==> config.mk <==
export PLATFORM = sky130hd
export DESIGN_NAME = fifo_wr_arbiter_flat
export DESIGN_NICKNAME = d
export VERILOG_FILES = /design/src/rtl/fifo_wr_arbiter_if.sv /design/src/rtl/fifo_wr_arbiter.sv /design/src/flat_wrapper.sv
export SDC_FILE = /design/constraint.sdc
export NUM_CORES = 1
export LEC_CHECK = 0
export ABC_AREA = 1
export CELL_PAD_IN_SITES_DETAIL_PLACEMENT = 2
export CELL_PAD_IN_SITES_GLOBAL_PLACEMENT = 2
export CORE_ASPECT_RATIO = 1.25
export CORE_MARGIN = 5
export CORE_UTILIZATION = 19
export DETAILED_ROUTE_END_ITERATION = 8
export GPL_TIMING_DRIVEN = 0
export PLACE_DENSITY = 0.71
export RECOVER_POWER = 100
export SLEW_MARGIN = 20
export SYNTH_ARGS = -nofsm -noshare
export SYNTH_HDL_FRONTEND = slang
export SYNTH_SLANG_ARGS = --single-unit
==> constraint.sdc <==
create_clock -name i_clk -period 1.64 [get_ports i_clk]
set_clock_uncertainty 0.15 [all_clocks]
set_input_delay 0.164 -clock i_clk [delete_from_list [all_inputs] [get_ports i_clk]]
set_output_delay 0.164 -clock i_clk [all_outputs]
set_load 0.03 [all_outputs]
==> src/rtl/fifo_wr_arbiter_if.sv <==
// fifo_wr_arbiter_if: requester-side and FIFO-write-side signal bundle for fifo_wr_arbiter.
//   i_req     : per-lane request, bit k for lane k
//   i_data    : per-lane write words, lane k at [k*DATA_WIDTH +: DATA_WIDTH]
//   o_gnt     : combinational one-hot grant (lane word accepted at this edge)
//   i_full    : FIFO full flag (backpressure)
//   o_wr_en   : registered FIFO write enable
//   o_wr_data : registered FIFO write data
//   o_gnt_id  : registered index of the lane that owns o_wr_data
// Modports: slave = arbiter side, master = requesters + FIFO side.
interface fifo_wr_arbiter_if #(
  parameter int unsigned NUM_REQ    = 4,
  parameter int unsigned DATA_WIDTH = 4
);

  localparam int unsigned ID_W = $clog2(NUM_REQ);

  logic [NUM_REQ-1:0]            i_req;
  logic [NUM_REQ*DATA_WIDTH-1:0] i_data;
  logic [NUM_REQ-1:0]            o_gnt;
  logic                          i_full;
  logic                          o_wr_en;
  logic [DATA_WIDTH-1:0]         o_wr_data;
  logic [ID_W-1:0]               o_gnt_id;

  modport slave (
    input  i_req,
    input  i_data,
    input  i_full,
    output o_gnt,
    output o_wr_en,
    output o_wr_data,
    output o_gnt_id
  );

  modport master (
    output i_req,
    output i_data,
    output i_full,
    input  o_gnt,
    input  o_wr_en,
    input  o_wr_data,
    input  o_gnt_id
  );

endinterface

==> src/rtl/fifo_wr_arbiter.sv <==
// fifo_wr_arbiter: round-robin arbiter sharing one FIFO write port among NUM_REQ
// requesters, funnelled through a one-entry valid/ready output register
// (valid = o_wr_en, ready = !i_full).
//
// Ports:
//   i_clk  : write-domain clock
//   i_rstn : synchronous active-low reset
//   bus    : fifo_wr_arbiter_if.slave (i_req, i_data, i_full in; o_gnt, o_wr_en,
//            o_wr_data, o_gnt_id out). o_gnt is combinational, the rest registered.
//
// Build option: define FIFO_WR_ARB_LOCK_EN to let a burst owner keep priority for
// up to MAX_BURST consecutive grants. Without it, arbitration is pure per-beat
// round robin and MAX_BURST has no effect.
module fifo_wr_arbiter #(
  parameter int unsigned NUM_REQ    = 4,
  parameter int unsigned DATA_WIDTH = 4,
  parameter int unsigned MAX_BURST  = 4
) (
  input  logic               i_clk,
  input  logic               i_rstn,
  fifo_wr_arbiter_if.slave   bus
);

  localparam int unsigned ID_W  = $clog2(NUM_REQ);
  localparam int unsigned CNT_W = $clog2(MAX_BURST) + 1;

`ifdef FIFO_WR_ARB_LOCK_EN
  localparam logic LOCK_EN = 1'b1;
`else
  localparam logic LOCK_EN = 1'b0;
`endif

  localparam logic [0:0] IDLE  = 1'b0;
  localparam logic [0:0] BURST = 1'b1;

  // Registered state
  logic [0:0]            state_q,   state_d;
  logic [CNT_W-1:0]      cnt_q,     cnt_d;
  logic [ID_W-1:0]       last_q,    last_d;
  logic                  wr_en_q,   wr_en_d;
  logic [DATA_WIDTH-1:0] wr_data_q, wr_data_d;
  logic [ID_W-1:0]       gnt_id_q,  gnt_id_d;

  // Arbitration terms
  logic                  stage_free_c;
  logic [ID_W-1:0]       cand_c;
  logic                  rr_found_c;
  logic [ID_W-1:0]       rr_idx_c;
  logic                  lock_hold_c;
  logic [ID_W-1:0]       sel_idx_c;
  logic                  sel_valid_c;
  logic                  gnt_fire_c;

  logic [DATA_WIDTH-1:0] lane_data [NUM_REQ];

  // Unpack the flat data bus into per-lane words
  for (genvar g = 0; g < NUM_REQ; g++) begin : g_lane
    assign lane_data[g] = bus.i_data[g*DATA_WIDTH +: DATA_WIDTH];
  end

  // Stage can accept a new word if empty or being drained this edge
  assign stage_free_c = !wr_en_q || !bus.i_full;

  // Round-robin search starting just after the last granted lane
  always_comb begin
    rr_found_c = 1'b0;
    rr_idx_c   = '0;
    cand_c     = '0;
    for (int unsigned i = 1; i <= NUM_REQ; i++) begin
      cand_c = ID_W'((32'(last_q) + i) % NUM_REQ);
      if (!rr_found_c && bus.i_req[cand_c]) begin
        rr_found_c = 1'b1;
        rr_idx_c   = cand_c;
      end
    end
  end

  // Burst owner keeps priority while requesting and below the beat limit;
  // once the limit is hit the round-robin search (from owner+1) takes over.
  always_comb begin
    lock_hold_c = LOCK_EN && (state_q == BURST) && bus.i_req[last_q] &&
                  (cnt_q < CNT_W'(MAX_BURST));
    sel_idx_c   = lock_hold_c ? last_q : rr_idx_c;
    sel_valid_c = lock_hold_c || rr_found_c;
    gnt_fire_c  = i_rstn && stage_free_c && sel_valid_c;
  end

  assign bus.o_gnt = gnt_fire_c ? (NUM_REQ'(1) << sel_idx_c) : '0;

  // Next-state: burst FSM, beat counter, round-robin pointer and output stage
  always_comb begin
    state_d   = state_q;
    cnt_d     = cnt_q;
    last_d    = last_q;
    wr_en_d   = wr_en_q;
    wr_data_d = wr_data_q;
    gnt_id_d  = gnt_id_q;

    // A stalled stage freezes everything, including the FSM and counter.
    if (stage_free_c) begin
      if (gnt_fire_c) begin
        wr_en_d   = 1'b1;
        wr_data_d = lane_data[sel_idx_c];
        gnt_id_d  = sel_idx_c;
        last_d    = sel_idx_c;
        state_d   = BURST;
        // A new owner (after a drop or a finished burst) restarts at 1 in the
        // same edge, so the IDLE pass-through costs no bubble.
        cnt_d     = lock_hold_c ? (cnt_q + CNT_W'(1)) : CNT_W'(1);
      end else begin
        wr_en_d   = 1'b0;
        state_d   = IDLE;
        cnt_d     = '0;
      end
    end
  end

  // State register
  always_ff @(posedge i_clk) begin
    if (!i_rstn) begin
      state_q   <= IDLE;
      cnt_q     <= '0;
      last_q    <= ID_W'(NUM_REQ - 1);
      wr_en_q   <= 1'b0;
      wr_data_q <= '0;
      gnt_id_q  <= '0;
    end else begin
      state_q   <= state_d;
      cnt_q     <= cnt_d;
      last_q    <= last_d;
      wr_en_q   <= wr_en_d;
      wr_data_q <= wr_data_d;
      gnt_id_q  <= gnt_id_d;
    end
  end

  assign bus.o_wr_en   = wr_en_q;
  assign bus.o_wr_data = wr_data_q;
  assign bus.o_gnt_id  = gnt_id_q;

endmodule

==> src/flat_wrapper.sv <==
// flat-port wrapper written by rule: the top's interface ports become plain ports
module fifo_wr_arbiter_flat 
#(
  parameter int unsigned NUM_REQ    = 4,
  parameter int unsigned DATA_WIDTH = 4,
  parameter int unsigned MAX_BURST  = 4
)
  (i_clk, i_rstn, bus_i_req, bus_i_data, bus_i_full, bus_o_gnt, bus_o_wr_en, bus_o_wr_data, bus_o_gnt_id);
  fifo_wr_arbiter_if #(.NUM_REQ(NUM_REQ), .DATA_WIDTH(DATA_WIDTH)) bus_i ();
  input  logic i_clk;
  input  logic i_rstn;
  input wire logic [$bits(bus_i.i_req)-1:0] bus_i_req;
  input wire logic [$bits(bus_i.i_data)-1:0] bus_i_data;
  input wire logic [$bits(bus_i.i_full)-1:0] bus_i_full;
  output wire logic [$bits(bus_i.o_gnt)-1:0] bus_o_gnt;
  output wire logic [$bits(bus_i.o_wr_en)-1:0] bus_o_wr_en;
  output wire logic [$bits(bus_i.o_wr_data)-1:0] bus_o_wr_data;
  output wire logic [$bits(bus_i.o_gnt_id)-1:0] bus_o_gnt_id;
  assign bus_i.i_req = bus_i_req;
  assign bus_i.i_data = bus_i_data;
  assign bus_i.i_full = bus_i_full;
  assign bus_o_gnt = bus_i.o_gnt;
  assign bus_o_wr_en = bus_i.o_wr_en;
  assign bus_o_wr_data = bus_i.o_wr_data;
  assign bus_o_gnt_id = bus_i.o_gnt_id;
  fifo_wr_arbiter #(.NUM_REQ(NUM_REQ), .DATA_WIDTH(DATA_WIDTH), .MAX_BURST(MAX_BURST)) u_core (.i_clk(i_clk), .i_rstn(i_rstn), .bus(bus_i));
endmodule
==> impl_metrics.tcl <==
set metrics [dict create \
    outcome "finished with violations" \
    violations "negative setup slack" \
    synth_cell_type_count 22 \
    io_buffers 32 \
    vdd_drop_max_v 0.0006597 \
    place.gp.congestion 0.7017 \
    dp.cells 222 \
    first_global_vias 1181 \
    fmax_mhz 479.1 \
    netlist_top_cells_area "nand2_1, dfxtp_1, nand2_4" \
    crit_arrival_ps 1770 \
    crit_fanout 7 \
    post_synth.cell_area_avg_um2 6.427 \
    slew_violations 0 \
    dieWidth_um 69.77 \
    clk_latency_ps 240 \
    cts_max_path_buffers 2 \
    synth-adder-area-share_pct 0 \
    ys_seq_area_share_pct 21.24 \
    hpwl_um 2592 \
    tightest_slew_ps 315.4 \
    min_period_ps 2087 \
    cts_sinks 9 \
    routed_via_density 4.352 \
    routedWlPerCell_um 14.94 \
    grt_usage_pct 11.65 \
    synth_warnings 0 \
    min_from "i_rstn" \
    instances_no_fill 236 \
    first_iter_violations 11 \
    syn-num-nets 155 \
    synth_xor_area_share_pct 0 \
    power_density_mw_per_mm2 2104 \
    wl_um 3526 \
    worst_slack_ps -447.2 \
    antenna_found_initial 0 \
    initial_core_util_pct 19.47 \
    htreeDepth 1 \
    area_growth_pct 92.92 \
    required_ps 1330 \
    start_kind "flop" \
    drt_pass1_iterations 2 \
    reg2reg_depth 15 \
    crit_chain "buf_12 -> inv_16 -> nand2_4 -> nand3_4 -> nand2_4 -> nand4_1 -> nand2_2 -> inv_2 -> nand2_4 -> buf_4 -> nor2_4 -> buf_6" \
    whs_ps 104.8 \
    grt_start_max_net_pins 9 \
    core_region_area_mm2 0.004358 \
    pre_cts_ws_ps -1030 \
    leakage_nw 0.7570 \
    synthCells 132 \
    pin_count 34 \
    totalPowerFinal_mw 3.444 \
    synth-seq-cells 9 \
    synth_top_cell_by_area "nand2_1" \
    rows 27 \
    r2r_slack_ps -340 \
    rsz0062_at_grt "true" \
    finalCritPeriodShare_pct 127.3 \
    critical_path.top_delay_family "simple AND/OR/NAND/NOR gates" \
    synth_top_area_share_pct 22.57 \
    synth_most_common_cell "nand2_1" \
    layout-drive-gt1-share_pct 42.70 \
    n_antenna_cell 0 \
    grt_pass1_wl_um 5589 \
    synth_mux_area_share_pct 0 \
    min_path_cells 3 \
    min_path_type "in -> reg" \
    gr-total-overflow 0 \
    crit_slowest_cell "dfxtp_4" \
    via_count 1027 \
    cts_tree "yes" \
    remaining_drc_errors 0 \
    clk_pin_slew_ps 50 \
    worstSetupEndpointType "output pin" \
    synth_top_cells_by_count "nand2_1, nand3_1, nand2_2" \
    clock_tree.root_cell "clkbuf_8" \
    finalSetupViolCount 11 \
    synth-edff-count 0 \
    synth_top_family_by_area "simple AND/OR/NAND/NOR gates" \
    die_y_um 84.71 \
    synth_compound_gate_area_share_pct 6.637 \
    path_buf_inv 5 \
    slew_headroom_pct 78.91 \
    rr_startpoint "u_core.last_q[0]" \
    rr_endpoint "u_core.bus.o_wr_data[1]" \
    path_common_cell "nand2_4" \
    netlist_area_um2 848.3 \
    final-hold-violation-count 0 \
    min_to "u_core.bus.o_wr_data[0]" \
    cts_made_buffers 3 \
    max_cap_violations 0 \
    synthArstFlopShare_pct 0 \
    synthSimpleGateAreaFrac_pct 63.86 \
    die-area_mm2 0.005909 \
    max_stage_delay_ps 360 \
    synth_flop_cell "dfxtp_1" \
    final_antenna_net_count 0 \
    final_nets 202 \
    critical_path_class "reg -> out" \
]
[worst register-to-register path: cells and delay by family (launching register included)]
family | cells | cell delay, ps
DFF | 1 | 380
buffers and inverters | 4 | 430
and+or+nand+nor | 11 | 930
[worst max-delay path by stage]
stage | from | end | slack [ps] | depth (start not counted)
2_1_floorplan | u_core.last_q[0] | bus_o_gnt[1] | -90 | 12
3_3_place_gp | bus_i_req[1] | bus_o_gnt[1] | -980 | 11
3_5_place_dp | bus_i_req[3] | bus_o_gnt[3] | -1030 | 10
4_1_cts | u_core.last_q[0] | bus_o_gnt[3] | -450 | 12
5_1_grt | u_core.last_q[0] | bus_o_gnt[2] | -530 | 12
6_report | u_core.last_q[0] | bus_o_gnt[1] | -450 | 12
[through the flow]
stage / area, um^2 / utilization (%) / setup TNS (ps)
global route: 1637 / 37.55 / -4684
finish: 1637 / 37.55 / -3549
floorplan: 923.4 / - / -365.9
detailed placement: 1316 / 30.20 / -6995
global placement: 1316 / 30.20 / -6205
CTS: 1526 / 35.03 / -3598
[repair_timing]
item	in CTS	in global routing
hold endpoints to repair	0	0
gates resized for setup	47	25
hold buffers	0	0
cloned	1	0
pin swaps	20	15
setup buffers	8	1
endpoints found under the setup margin	12	12
[routing by layer]
layer	vias to the layer above	track usage, %	part of all wire (%)
met5	-	0	0
met4	0	3.659	1.3
met3	5	1.677	1.8
met2	14	22.10	57
met1	501	13.16	40
li1	507	-	-
[registers in the layout, summed over array words and instances, names as in the netlist]
register,count
u_core.bus.o_gnt_id,2
u_core.last_q,2
u_core.bus.o_wr_data,4
u_core.bus.o_wr_en,1
[power breakdown]
part | leakage [nW] | switching, mW | internal (mW)
combinational | 0.660 | 1.65 | 1.13
clock | 0.0228 | 0.0946 | 0.170
sequential | 0.0745 | 0.0843 | 0.314
total | 0.757 | 1.83 | 1.61
[final cells by class]
type                       count  area, um^2
fill                         503        2721
multi-input combinational    108       799.5
timing repair buffer          42       434.2
sequential                     9       185.2
inverter                      13       75.07
tap                           58       72.57
clock buffer                   4       45.04
buffer                         2       25.02
[kinds of logic (layout without fill, tap and decap cells)]
group,after synthesis,in the layout
simple gates,101,101
buf+inv,15,61
flops,9,9
compound gates,7,7
[cells in the final DEF, fill, tap and decap left out, drive strengths merged]
master,netlist,routed
dfxtp,9,9
nand3,18,18
nand4,1,1
a21oi,2,2
clkbuf,1,5
a31oi,1,1
inv,12,13
clkdlybuf4s50,0,27
buf,1,15
o31ai,1,1
nand2,72,72
nor2,10,10
dlymetal6s2s,0,1
o21bai,1,1
o21ai,2,2
No activity file was read; power rests on OpenSTA's default activity.
